**config.mk**
```make
export PLATFORM = sky130hd
export DESIGN_NAME = pipe_stage_elastic
export DESIGN_NICKNAME = d
export VERILOG_FILES = /design/src/rtl/pipe_stage_elastic.sv
export SDC_FILE = /design/constraint.sdc
export NUM_CORES = 1
export LEC_CHECK = 0
export ABC_AREA = 1
export BUFFER_PORTS_ARGS = -buffer_cell sky130_fd_sc_hd__buf_4
export CAP_MARGIN = 20
export CORE_ASPECT_RATIO = 0.7
export CORE_UTILIZATION = 35
export CTS_CLUSTER_SIZE = 12
export DETAILED_ROUTE_END_ITERATION = 8
export GPL_TIMING_DRIVEN = 0
export PLACE_DENSITY = 0.57
export SYNTH_ARGS = -nofsm -noshare
export SYNTH_HDL_FRONTEND = slang
export SYNTH_SLANG_ARGS = --single-unit
```
**constraint.sdc**
```tcl
create_clock -name CLK -period 2.74 [get_ports CLK]
set_input_delay 0.548 -clock CLK [delete_from_list [all_inputs] [get_ports CLK]]
set_output_delay 0.548 -clock CLK [all_outputs]
set_load 0.02 [all_outputs]
```
**src/rtl/pipe_stage_elastic.sv**
```systemverilog
// rtl/pipe_stage_elastic.sv - flushable elastic pipeline stage with optional skid entry and sticky halt
// Carries an opaque payload between two pipeline stages using a valid/ready handshake.
module pipe_stage_elastic #(
  parameter int unsigned       DATA_W    = 96,
  parameter int unsigned       SKID      = 1,
  parameter logic [DATA_W-1:0] RESET_VAL = '0
) (
  input  logic              CLK,
  input  logic              nRST,
  input  logic              flush,
  input  logic              in_valid,
  output logic              in_ready,
  input  logic [DATA_W-1:0] in_data,
  input  logic              in_halt,
  output logic              out_valid,
  input  logic              out_ready,
  output logic [DATA_W-1:0] out_data,
  output logic              out_halt,
  output logic [1:0]        count
);

  logic              head_halt;
  logic              skid_valid;
  logic [DATA_W-1:0] skid_data;
  logic              skid_halt;
  logic              halt_pending;
  logic              halt_done;
  logic              blocked;
  logic              accept;
  logic              consume;

  // With a skid entry, in_ready depends only on registered state.
  always_comb begin
    blocked = halt_pending | halt_done;
    if (SKID != 0) begin
      in_ready = !skid_valid && !blocked;
    end else begin
      in_ready = (!out_valid || out_ready) && !blocked;
    end
  end

  assign accept   = in_valid && in_ready;
  assign consume  = out_valid && out_ready;
  assign count    = {1'b0, out_valid} + {1'b0, skid_valid};
  assign out_halt = (out_valid && head_halt) || halt_done;

  always_ff @(posedge CLK) begin
    if (!nRST) begin
      out_valid    <= 1'b0;
      out_data     <= RESET_VAL;
      head_halt    <= 1'b0;
      skid_valid   <= 1'b0;
      skid_data    <= RESET_VAL;
      skid_halt    <= 1'b0;
      halt_pending <= 1'b0;
      halt_done    <= 1'b0;
    end else begin
      // A halt head retiring in a flush cycle still retires.
      if (consume && head_halt) begin
        halt_done    <= 1'b1;
        halt_pending <= 1'b0;
      end else if (accept && in_halt) begin
        halt_pending <= 1'b1;
      end

      if (flush) begin
        out_valid    <= 1'b0;
        out_data     <= RESET_VAL;
        head_halt    <= 1'b0;
        skid_valid   <= 1'b0;
        skid_data    <= RESET_VAL;
        skid_halt    <= 1'b0;
        halt_pending <= 1'b0;
      end else if ((SKID != 0) && skid_valid) begin
        // Skid full means in_ready is low, so only a consume can move entries.
        if (consume) begin
          out_data   <= skid_data;
          head_halt  <= skid_halt;
          skid_valid <= 1'b0;
        end
      end else if (accept && (consume || !out_valid)) begin
        out_valid <= 1'b1;
        out_data  <= in_data;
        head_halt <= in_halt;
      end else if (accept) begin
        skid_valid <= 1'b1;
        skid_data  <= in_data;
        skid_halt  <= in_halt;
      end else if (consume) begin
        out_valid <= 1'b0;
      end
    end
  end

endmodule

```
# After elaboration in Yosys (flattened, before gate mapping)
# Index checks and enable logic that the tools add are counted.
# word_totals
regBits	198
latchBits	0
ramBits	0
romBits	0
in_bits	102
out_inout_bits	101
wordCells	47
mem_count	0
# classes
addsub	1
multipliers	0
n_div	0
magnitude_cmp	0
eq_ne	2
shift	0
mux	13
n_bitwise	4
reduce_logical	19
# ops
op	n
$mux 96	3
$mux 1	10
$logic_and 1x1->1	7
$reduce_and 3->1	2
$ne 2x1->1 const B	2
$reduce_bool 2->1	2
$logic_not 1->1	3
$not 1->1	3
$reduce_or 3->1	1
$add 1x1->2	1
$logic_or 1x1->1	2
$reduce_and 2->1	1
$reduce_or 2->1	1
$or 1x1->1	1

# Logic depth before layout (Yosys ltp)
# logic_depth
word_depth	7
mapped_depth	9
depth_no_buf	6

# Worst setup path after synthesis
# OpenSTA, ideal clock, no wires.
# synth_path
kind	reg-to-output
from	register skid_valid
to	output in_ready
t_arrival_ps	1136
required_time_ps	2192
path_slack_ps	1056
path_stages_with_launch	4
path_buffers	2
cell_sequence	dfxtp_1 -> buf_2 -> buf_2 -> nor3_1
# synth_between
elab_chain_cells	2
# synth_lines
item	line_no	source
from (decl)	23	logic skid_valid;
from (signal assigned)	52	skid_valid <= 1'b0;
from (signal assigned)	70	skid_valid <= 1'b0;
from (signal assigned)	79	skid_valid <= 1'b0;
$logic_not 1->1	36	in_ready = !skid_valid && !blocked;
$logic_and 1x1->1	36	
to (decl)	12	output logic in_ready,
# No other way between the ends.

# Worst setup path in the final report
# Same ends and word-level chain as after synthesis.

==> results.md <==
* Die area at 25600 sq um
* Number of cell instances on the worst register-to-register path at 8
* Number of warnings reported in the yosys synthesis log at 0
* CTS H-Tree Depth at 4
* Hold path startpoint: in_data[76]
* First-pass GRT wire length at 43300 um
* DRC errors left at 0
* DR iter-0 viols at between 600 and 700
* Number of max-slew violations in the final report at 0
* Gp weighted congestion at 0.787
* Switch Pwr at 0.00175 W
* Syn-to-layout area delta at 28.8%
* Pin count of the biggest net entering global routing at 18
* Number of top-level design ports at 203
* Post-route ant nets at 0
* Final nets at 1624
* Antenna violations before repair at 0
* DRT Wirelength at 27500 um
* Most used cells in the layout excluding fill and tap cells: nor2_1, buf_4, nand2_1, dfxtp_1, a21oi_1
* Worst-case hold path end point: skid_data[76]
* N_diodes at 0
* Ratio of final minimum period to clock period at a little over 80%
* Max rail drop VDD at 0.437 mV
* Area inside the core boundary at between 20000 and 25000 sq um
* Count of hold buffers inserted by post-cts repair at 0
* Internal at 0.00478 W
* Post-CTS sizing at 0
* Class of the worst hold path: in2reg
* Slowest stage cell on the critical path: dfxtp_1
* Initial core utilization at 36.4%
* # fillers at around 2500
* Endpoint class of the critical path: output port
* Critical path's most frequent cell: buf_2
* Vias per inst at ~4.7
* Sequential-to-total area share from yosys stat at 45.3%
* Number of search-and-repair iterations in the first detailed-routing pass at 5
* Mapped Nets at 1403
* Final-report setup violation count at 0
* Leakage power of the design at 5.41 nW
* Number of rows in the core area at 47
* TritonCTS buffer count at 17
* Power density over the cells at 579 nW/um^2
* Final HPWL from detailed placement at 19600 um
* Total vias in the final route at 8736
* Setup crit start kind: register
* Global-route usage over all layers at 21.5%
* Xor-xnor portion of the synthesized cell area at 0%
* Post-route total power at approximately 0.0065 W
* Insertion delay to the later sink of the worst-skew pair at 450 ps
* Kind of cell adding the most delay to the critical path: buffers and inverters
* Vertical die dimension at 134 um
* Detail-routed net length per standard cell at about 15 um
* Leading cell type in the layout, fill and taps excluded: nor2_1
* Area of the mapped netlist at 8750 sq um
* Cells on Worst Hold Path at 3
* Synth Instances at 1300
* Minimum clock period after layout at 2260 ps
* Signal arrival time at the worst endpoint at 1720 ps
* Critical path, cell by cell: buf_2 -> buf_2 -> nor3_1 -> buf_4
* Sink Count at 198
* Final sum of negative setup slack at 0 ps
* Max cap viols at 0
* Cell at the root of the clock tree: clkbuf_16
* Maximum clock frequency at 0.442 GHz
* Distinct cell type count after synthesis at 23
* Slew at the pin closest to its max-slew limit at 586 ps
* Crit path buffers/inverters at 3
* Clock tree from TritonCTS: built
* Compound-gate portion of the synthesized area at 17.0%
* Number of global-route vias before repair at 7908
* Final hold violation count at 0
* Post-synthesis sequential element count at 198
* Synthesized area divided by synthesized cell count at ~6.7 sq um
* Buffer depth of the longest clock path at 2
* Switching share of total power at 26.8%
* Count of input and output buffers at 202
* Horiz. Die Dim at 191 um
* Req. time, crit path at around 2200 ps
* Post-CTS repair timing setup buffer count at 0
* Worst Path Class, Setup: reg2out
* Final clock skew at a little over 10 ps
* CP max stage delay at roughly 400 ps
* Proportion of power drawn by flip-flops and latches at 46.1%
* CP Max Fanout at 10
* Beginning of the worst register-to-register path: skid_valid
* Part of the power in combinational logic at ~13%
* Residual overflow from global routing at 0
* Fraction of the mapped netlist area in simple logic gates at 27.3%
* Setup slack of the worst register-to-register path at 840 ps
* Post-Synth Adder-Cell Area at 0.143%
* Multiplexer share of the synthesized area at 0%
* Endpoint of the most critical register-to-register path: out_data[15]
* Setup repair after global routing missed its margin: no
* Combinational family with the most area after synthesis: simple AND/OR/NAND/NOR gates
* Clock power share at 40.5%
* Slew HR at between 60% and 70%
* Share of cells above drive strength 1 at 19.7%
* Outcome: finished clean
* Clock transition at path regs at 80 ps
cells by family (layout without fill, tap and decap cells):
family / count (synthesis) / in the layout
AOI/OAI and AO/OA: 296 / 296
buffers and inverters: 210 / 444
and+or+nand+nor: 595 / 595
DFF: 198 / 198
adders and majority gates: 1 / 1
registers in the layout, indices dropped and copies added, names as in the netlist:
signal / count
skid_halt: 1
out_valid: 1
halt_done: 1
skid_valid: 1
halt_pending: 1
out_data: 96
skid_data: 96
head_halt: 1
power by group through the flow:
stage | clock network (W) | logic (W) | registers (W)
floorplan | 0 | 0.000406 | 0.00316
global placement | 0 | 0.000865 | 0.00308
detailed placement | 0 | 0.000871 | 0.00308
CTS | 0.00270 | 0.000874 | 0.00301
global route | 0.00281 | 0.000970 | 0.00302
finish | 0.00264 | 0.000873 | 0.00301
synthesized netlist by cell type:
master | count | share of area (%)
nor2_1 | 293 | 13
dfxtp_1 | 198 | 45
nand2_1 | 198 | 8.5
a21oi_1 | 195 | 11
inv_1 | 102 | 4.4
nand3_1 | 98 | 5.6
o21ai_0 | 85 | 4.9
buf_2 | 51 | 2.9
clkbuf_1 | 37 | 1.6
o21ai_1 | 14 | 0.80
buf_1 | 7 | 0.30
buf_6 | 4 | 0.51
inv_2 | 4 | 0.17
buf_4 | 3 | 0.26
clkbuf_2 | 2 | 0.11
nor2_2 | 2 | 0.14
a21boi_0 | 1 | 0.086
a31oi_1 | 1 | 0.072
ha_1 | 1 | 0.14
nand2_2 | 1 | 0.072
nand4_4 | 1 | 0.24
nor2_4 | 1 | 0.13
nor3_1 | 1 | 0.057
per-stage QoR:
step                      cells  hold slack (ps)  area [sq um]  utilization, %  worst slack [ps]
final                      1852              351         11300            46.8               475
after global routing       1852              341         11300            46.8               375
after CTS                  1852              330         11300            46.8               413
after detailed placement   1820              469         10700            44.3               499
after global placement     1820              462         10700            44.3               529
after floorplan            1300              452          8750               -              1060
per-layer routing:
| layer | up-vias | routed length, um | global-route usage, % | part of all wire [%] |
|---|---|---|---|---|
| met2 | 221 | 11000 | 30.2 | 40 |
| li1 | 4578 | - | - | - |
| met1 | 3920 | 14400 | 32.5 | 52 |
| met4 | 0 | 204 | 4.27 | 0.74 |
| met3 | 17 | 1880 | 5.73 | 6.9 |
| met5 | - | 0 | 0 | 0 |
tightest hold or removal path: cells and delay by family:
family                 cells  cell delay (ps)
and+or+nand+nor            1               70
buffers and inverters      1               90
AOI/OAI and AO/OA          1               60
how the worst max path moves through the flow:
stage / start / to / cells after the start
floorplan: skid_valid / in_ready / 3
global placement: nRST / skid_data[83] / 7
detailed placement: nRST / out_data[15] / 7
CTS: skid_valid / in_ready / 4
global route: skid_valid / in_ready / 4
finish: skid_valid / in_ready / 4
area by class of cell:
class | instances | area, sq um | area share (%)
Buffer | 104 | 498 | 4.42
Clock buffer | 18 | 429 | 3.81
Clock inverter | 14 | 175 | 1.55
Inverter | 106 | 398 | 3.53
Multi-Input combinational cell | 892 | 3890 | 34.5
Sequential cell | 198 | 3960 | 35.2
Tap cell | 318 | 398 | 3.53
Timing Repair Buffer | 202 | 1520 | 13.5
Power figures use the tool's default switching activity.
